[src/rtl/aha_clk_req_sequencer.sv]
// Clock-request sequencer: gates one clock domain, switches its divider select and reapplies the requested gate.
// Optional macro AHA_CLK_REQ_SEL_CHECK_EN rejects selects above 5 through the REJECT state.
module aha_clk_req_sequencer #(
  parameter int         SETTLE_CYCLES = 8,
  parameter logic [2:0] RESET_SELECT  = 3'd1
) (
  input  logic       CLK,
  input  logic       RESET,
  input  logic       REQ_VALID,
  output logic       REQ_READY,
  input  logic [2:0] REQ_SELECT,
  input  logic       REQ_GATE,
  output logic       CLK_GATE,
  output logic [2:0] CLK_SELECT,
  output logic       BUSY,
  output logic       DONE,
  output logic       ERR
);

  typedef enum logic [2:0] {
    IDLE     = 3'd0,
    GATE_OFF = 3'd1,
    WAIT_OFF = 3'd2,
    SWITCH   = 3'd3,
    WAIT_SW  = 3'd4,
    APPLY    = 3'd5,
    REJECT   = 3'd6
  } state_t;

  localparam logic [7:0] SETTLE_LOAD = 8'(SETTLE_CYCLES);

  state_t     state_r;
  state_t     state_s;
  logic [7:0] cnt_r;
  logic [7:0] cnt_s;
  logic [2:0] sel_cap_r;
  logic [2:0] sel_cap_s;
  logic       gate_cap_r;
  logic       gate_cap_s;
  logic       gate_r;
  logic       gate_s;
  logic [2:0] sel_r;
  logic [2:0] sel_s;
  logic       ready_r;
  logic       busy_r;
  logic       done_r;
  logic       accept_s;

  // REQ_READY is only ever high while the registered state is IDLE
  assign accept_s = REQ_VALID && ready_r && (state_r == IDLE);

  // Next-state, settle counter and captured-request logic
  always_comb begin
    state_s    = state_r;
    cnt_s      = cnt_r;
    sel_cap_s  = sel_cap_r;
    gate_cap_s = gate_cap_r;
    case (state_r)
      IDLE: begin
        if (accept_s) begin
          sel_cap_s  = REQ_SELECT;
          gate_cap_s = REQ_GATE;
`ifdef AHA_CLK_REQ_SEL_CHECK_EN
          if (REQ_SELECT > 3'd5) begin
            state_s = REJECT;
          end else if (REQ_SELECT == sel_r) begin
            state_s = APPLY;
          end else begin
            state_s = GATE_OFF;
          end
`else
          if (REQ_SELECT == sel_r) begin
            state_s = APPLY;
          end else begin
            state_s = GATE_OFF;
          end
`endif
        end else begin
          state_s = IDLE;
        end
      end
      GATE_OFF: begin
        state_s = WAIT_OFF;
        cnt_s   = SETTLE_LOAD;
      end
      WAIT_OFF: begin
        // A count of 1 or less ends the wait, so a zero setting still behaves as 1
        if (cnt_r <= 8'd1) begin
          state_s = SWITCH;
          cnt_s   = 8'd0;
        end else begin
          cnt_s = cnt_r - 8'd1;
        end
      end
      SWITCH: begin
        state_s = WAIT_SW;
        cnt_s   = SETTLE_LOAD;
      end
      WAIT_SW: begin
        if (cnt_r <= 8'd1) begin
          state_s = APPLY;
          cnt_s   = 8'd0;
        end else begin
          cnt_s = cnt_r - 8'd1;
        end
      end
      APPLY: begin
        state_s = IDLE;
      end
`ifdef AHA_CLK_REQ_SEL_CHECK_EN
      REJECT: begin
        state_s = IDLE;
      end
`endif
      default: begin
        state_s = IDLE;
        cnt_s   = 8'd0;
      end
    endcase
  end

  // Clock-controller outputs decoded from the state being entered, so they register with it
  always_comb begin
    gate_s = gate_r;
    sel_s  = sel_r;
    case (state_s)
      GATE_OFF, WAIT_OFF, WAIT_SW: begin
        gate_s = 1'b1;
      end
      SWITCH: begin
        gate_s = 1'b1;
        sel_s  = sel_cap_r;
      end
      APPLY: begin
        gate_s = gate_cap_s;
      end
      default: begin
        gate_s = gate_r;
        sel_s  = sel_r;
      end
    endcase
  end

  // State and output registers with synchronous reset
  always_ff @(posedge CLK) begin
    if (RESET) begin
      state_r    <= IDLE;
      cnt_r      <= 8'd0;
      sel_cap_r  <= RESET_SELECT;
      gate_cap_r <= 1'b0;
      gate_r     <= 1'b0;
      sel_r      <= RESET_SELECT;
      ready_r    <= 1'b0;
      busy_r     <= 1'b0;
      done_r     <= 1'b0;
    end else begin
      state_r    <= state_s;
      cnt_r      <= cnt_s;
      sel_cap_r  <= sel_cap_s;
      gate_cap_r <= gate_cap_s;
      gate_r     <= gate_s;
      sel_r      <= sel_s;
      ready_r    <= (state_s == IDLE);
      busy_r     <= (state_s != IDLE);
      done_r     <= (state_s == APPLY);
    end
  end

`ifdef AHA_CLK_REQ_SEL_CHECK_EN
  logic err_r;

  // Rejection pulse register
  always_ff @(posedge CLK) begin
    if (RESET) begin
      err_r <= 1'b0;
    end else begin
      err_r <= (state_s == REJECT);
    end
  end

  assign ERR = err_r;
`else
  assign ERR = 1'b0;
`endif

  assign REQ_READY  = ready_r;
  assign CLK_GATE   = gate_r;
  assign CLK_SELECT = sel_r;
  assign BUSY       = busy_r;
  assign DONE       = done_r;

endmodule

[config.mk]
export PLATFORM = sky130hd
export DESIGN_NAME = aha_clk_req_sequencer
export DESIGN_NICKNAME = d
export VERILOG_FILES = /design/src/rtl/aha_clk_req_sequencer.sv
export SDC_FILE = /design/constraint.sdc
export NUM_CORES = 1
export LEC_CHECK = 0
export CORE_MARGIN = 3
export CORE_UTILIZATION = 45
export CTS_CLUSTER_SIZE = 16
export DETAILED_ROUTE_END_ITERATION = 7
export PLACE_DENSITY = 0.68
export REMOVE_ABC_BUFFERS = 1
export SLEW_MARGIN = 20
export SYNTH_ARGS = -nofsm -noshare
export SYNTH_HDL_FRONTEND = slang
export SYNTH_SLANG_ARGS = --single-unit
[constraint.sdc]
create_clock -name CLK -period 2.4 [get_ports CLK]
set_input_delay 0.48 -clock CLK [delete_from_list [all_inputs] [get_ports CLK]]
set_output_delay 0.48 -clock CLK [all_outputs]
set_load 0.005 [all_outputs]
Word level (Yosys, flattened, before mapping)

Cells that the tools add are included.

Bits in registers: 22
Bits of input ports: 7
Output and inout bits: 8
Word-level logic and storage cells: 43

$add $sub $neg: 1
$lt $le $gt $ge: 1
Equality and inequality tests: 11
Muxes and demuxes: 10
Reductions and logical operators: 11

Operators with widths:

| operator                                            | count |
|---|---|
| case mux 8 bit (3 select lines)                     | 1 |
| case mux 3 bit (5 select lines)                     | 1 |
| equality test 3 x 2 -> 1 bit, second input constant | 4 |
| equality test 3 bit, second input constant          | 4 |
| two-way mux 3 bit                                   | 4 |
| <= comparator 8 x 1 -> 1 bit, second input constant | 1 |
| two-way mux 8 bit                                   | 1 |
| subtractor 8 x 1 -> 8 bit, second input constant    | 1 |
| equality test 3 x 1 -> 1 bit, second input constant | 2 |
| zero test 3 bit                                     | 2 |
| OR reduction 2 bit                                  | 3 |
| OR reduction 4 bit                                  | 1 |
| equality test 3 bit                                 | 1 |
| nonzero test 3 bit                                  | 1 |
| logical AND 1 bit                                   | 2 |
| two-way mux 1 bit                                   | 2 |
| case mux 1 bit (2 select lines)                     | 1 |
| AND reduction 2 bit                                 | 1 |
| nonzero test 2 bit                                  | 1 |

Depth between registers and ports, before layout

Word-level depth: 7
Depth in mapped cells: 6
Depth with buffers taken out: 6

Worst setup path before layout

Ideal clock, no wire load.

Kind: flip-flop to flip-flop
Start: reg cnt_r[0]
End: reg cnt_r[3]
Setup time: 86 ps
Arrival: 1583 ps
Required time: 2314 ps
Path slack: 731 ps
Stages on the path, launching flop included: 7
Path buffers: 0
Period minus slack after synthesis: 1669 ps
Cell sequence: dfxtp_1 > inv_1 > ha_1 > or2_4 > and3_4 > or3_1 > a221oi_2

Longest elaborated chain between the ends: 3
Elaborated cells between the ends (all ways): 4
Classes of those cells: add/sub (1); order compare (1); mux (2)

Ends and longest elaborated chain:

| element                                                                          | RTL line | text |
|---|---|---|
| from (decl)                                                                      | 34       | `logic [7:0] cnt_r;` |
| from (signal assigned)                                                           | 158      | `cnt_r <= cnt_s;` |
| subtractor 8 x 1 -> 8 bit / <= comparator 8 x 1 -> 1 bit (equally long branches) | --       |  |
| two-way mux 8 bit *                                                              | 88, 100  |  |
| case mux 8 bit (3 select lines) *                                                | 58       | `case (state_r)` |

Every way passes the cells marked *; elsewhere a longest branch is shown, timed or not.
A chain may end at the register's enable or synchronous reset.

Final worst setup path

Ends and elaborated chain as after synthesis.

==> summary.md <==
| Metric | Value |
|---|---|
| Cell breakdown of the critical path | `inv_1 -> ha_1 -> or2_4 -> and3_4 -> or3_1 -> a221oi_2` |
| Final min period | `~1.8 ns` |
| Via count | `approximately 860` |
| Leakage | `0.495 nW` |
| Status | `finished, final reports clean` |
| Critical-path top delay cell | `dfxtp_1` |
| Fraction of layout cells with a size suffix above 1 | `0.109` |
| Syn Area/Cell | `just over 9 um2` |
| Final Setup Violations | `0` |
| Asr flop ratio synth | `0` |
| Mux share of post-synthesis cell area | `0.0554` |
| GRT Resource Usage Total | `0.148` |
| Fin crit share | `0.755` |
| Worst path max stage delay | `between 0.4 and 0.5 ns` |
| CTS Hold Bufs | `0` |
| Worst R2R End | `cnt_r[3]$_SDFFE_PP0N_` |
| Final RePlAce weighted congestion | `~0.75` |
| Io pins | `15` |
| Max_slew headroom | `0.663` |
| CTS tree | `yes` |
| Initial DRC count | `14` |
| Largest family of logic cells by synthesized area | `simple AND/OR/NAND/NOR gates` |
| Worst Reg-to-Reg Cells | `6` |
| DIE HEIGHT | `~55 um` |
| Initial antenna violation count | `0` |
| Critical path class | `flip-flop to flip-flop` |
| DRT Wirelength | `1980 um` |
| Antenna Nets Post-Route | `0` |
| Syn Std Cell Area | `between 1000 and 1500 um2` |
| Synth warn | `0` |
| # fillers | `230` |
| # DRC | `0` |
| Endpoints failing hold | `0` |
| CP Data Required Time | `around 2.6 ns` |
| RSZ-0062 raised after global routing | `false` |
| Clock root cell | `clkbuf_4` |
| First-pass GRT wire length | `between 3000 and 4000 um` |
| Antenna diode count | `0` |
| # Post-CTS Setup Buffers | `0` |
| Syn-to-layout area delta | `15.7%` |
| Estimated wirelength of the detail-placed design | `1460 um` |
| Sink Count | `22` |
| Pin count of the biggest net entering global routing | `16` |
| Vias in the first global route | `between 700 and 800` |
| Synth Register Bits | `22` |
| Post-synth EDFFs | `0` |
| R2R setup slack | `0.59 ns` |
| Die area | `around 3000 um2` |
| CP Data Arrival Time | `roughly 2.0 ns` |
| Clk_lat worst skew | `roughly 0.30 ns` |
| Cts bufs inserted | `3` |
| Ys flop type | `dfxtp_1` |
| Crit path capture | `cnt_r[3]$_SDFFE_PP0N_` |
| Via-to-Cell Ratio | `between 5 and 6` |
| Peak VDD IR | `0.550 mV` |
| Skew final | `around 0.0029 ns` |
| Cell row count | `17` |
| Initial Util | `0.481` |
| Sequential area share after synthesis | `0.406` |
| PostCTS Resize Cnt | `0` |
| Max Cap Viol | `0` |
| H-tree Lvls | `1` |
| Setup crit end kind | `flip-flop` |
| CP max FO | `4` |
| GRT Residual Overflow | `0` |
| Worst Setup Start Kind | `flip-flop` |
| Die X | `55.1 um` |
| 1st-pass router iterations | `4` |
| Worst-path clk slew | `between 0.1 and 0.15 ns` |
| Worst min path class | `flip-flop to flip-flop` |
| Register area | `440 um2` |
| Longest Clk Path Bufs | `2` |
| Final TNS setup | `0 ns` |
| Final nets | `around 140` |
| Multi-input gate area | `587 um2` |
| Post-Synth Adder-Cell Area | `0.0231` |
| Input/output buffers | `13` |
| Power Density | `1240 nW/um2` |
| Yosys cell types | `39` |
| Compound-gate portion of the synthesized area | `0.153` |
| Cells after synthesis | `117` |
| F_max | `552 MHz` |
| Max Slew Vio Count | `0` |
| Crit Reg-Reg Startpoint | `cnt_r[0]$_SDFFE_PP0N_` |
| Worst Setup SP | `cnt_r[0]$_SDFFE_PP0N_` |
| Xor-xnor portion of the synthesized cell area | `0.0969` |
| Average routed wire per standard cell | `~13 um` |
| Least-Margin Pin Slew | `0.505 ns` |
| Simple-Gate Fraction of Synth Area | `0.209` |
| CORE AREA | `2250 um2` |
| Hold_ws | `0.511 ns` |
==> per-layer routing <==
| metal | up-vias | share of wire | global-route usage |
|---|---|---|---|
| met4 | 0 | 0.0071 | 0.0729 |
| met5 | - | 0 | 0 |
| met2 | 16 | 0.49 | 0.232 |
| met3 | 2 | 0.039 | 0.0349 |
| li1 | 427 | - | - |
| met1 | 411 | 0.46 | 0.189 |
==> placed cells by master, fill, tap and decap left out, types with 2 or more instances in the layout <==
cell type	Yosys	layout
dfxtp_1	22	22
nor2_1	22	22
clkdlybuf4s50_1	0	13
xor2_1	9	9
mux2i_1	6	6
inv_1	5	5
nor3_1	4	4
a21oi_1	4	4
nor2b_1	4	4
xnor2_1	3	3
o211ai_1	3	3
clkbuf_4	0	3
a211o_1	2	2
o2111ai_1	2	2
o21ai_0	2	2
ha_1	2	2
==> layout make-up <==
cell class / count / share of cell area
tap: 28 / 0.0279
inverter: 5 / 0.0150
multi-input combinational: 84 / 0.468
clock buffer: 4 / 0.0289
timing repair buffer: 14 / 0.110
sequential: 22 / 0.351
==> state kept, by name, indices dropped and copies added, names as in the netlist <==
signal / count
sel_cap_r: 3
cnt_r: 8
gate_cap_r: 1
REQ_READY: 1
DONE: 1
CLK_GATE: 1
CLK_SELECT: 3
BUSY: 1
state_r: 3
==> power by group <==
group | internal [mW] | total (mW) | switching [mW]
combinational | 0.383 | 0.740 | 0.357
clock | 0.0926 | 0.199 | 0.106
sequential | 0.475 | 0.616 | 0.141
==> metrics by stage <==
step	utilization	power, mW	area (um2)	instances	setup slack [ns]
after detailed placement	0.541	1.36	1220	153	0.547
after global routing	0.557	1.69	1250	157	0.475
after CTS	0.557	1.57	1250	157	0.596
final	0.557	1.55	1250	157	0.589
after floorplan	-	1.17	1050	111	0.731
after global placement	0.541	1.34	1220	153	0.580
==> critical path: cells and delay by family (launching register included) <==
kind                     cells  cell delay (ns)
AND/OR/NAND/NOR              3             0.81
adder cells (fa/ha/maj)      1             0.24
buffers and inverters        1             0.06
AO/OA/AOI/OAI                1             0.22
flip-flops                   1             0.41
==> synth_stat cells (2+ instances only) <==
library cell / count / area share
clkbuf_1: 2 / 0.0069
o2111ai_1: 2 / 0.016
nor3_1: 4 / 0.018
nor2b_1: 4 / 0.023
a21oi_1: 4 / 0.018
dfxtp_1: 22 / 0.41
a211o_1: 2 / 0.016
o211ai_1: 3 / 0.021
mux2i_1: 6 / 0.055
nor2_1: 22 / 0.076
o21ai_0: 2 / 0.0092
ha_1: 2 / 0.023
buf_4: 2 / 0.014
xnor2_1: 3 / 0.024
inv_1: 5 / 0.017
xor2_1: 9 / 0.073
==> how the worst min path moves through the flow <==
stage,startpoint,end,slack (ns),cells past startpoint
floorplan,sel_cap_r[1]$_SDFFE_PP0P_,CLK_SELECT[1]$_SDFFE_PP0N_,0.46,2
global placement,sel_cap_r[1]$_SDFFE_PP0P_,CLK_SELECT[1]$_SDFFE_PP0N_,0.48,2
finish,gate_cap_r$_SDFF_PP0_,gate_cap_r$_SDFF_PP0_,0.51,2
CTS,gate_cap_r$_SDFF_PP0_,gate_cap_r$_SDFF_PP0_,0.52,2
global route,sel_cap_r[2]$_SDFFE_PP0P_,sel_cap_r[2]$_SDFFE_PP0P_,0.55,2
detailed placement,gate_cap_r$_SDFF_PP0_,gate_cap_r$_SDFF_PP0_,0.49,2
==> logic make-up after synthesis <==
group           count (synthesis)
flops                          22
simple gates                   42
other cells                     1
buf+inv                        11
xor+xnor                       12
compound gates                 21
fa+ha+maj                       2
mux                             6
Note: power is estimated with default switching activity, not from simulation.
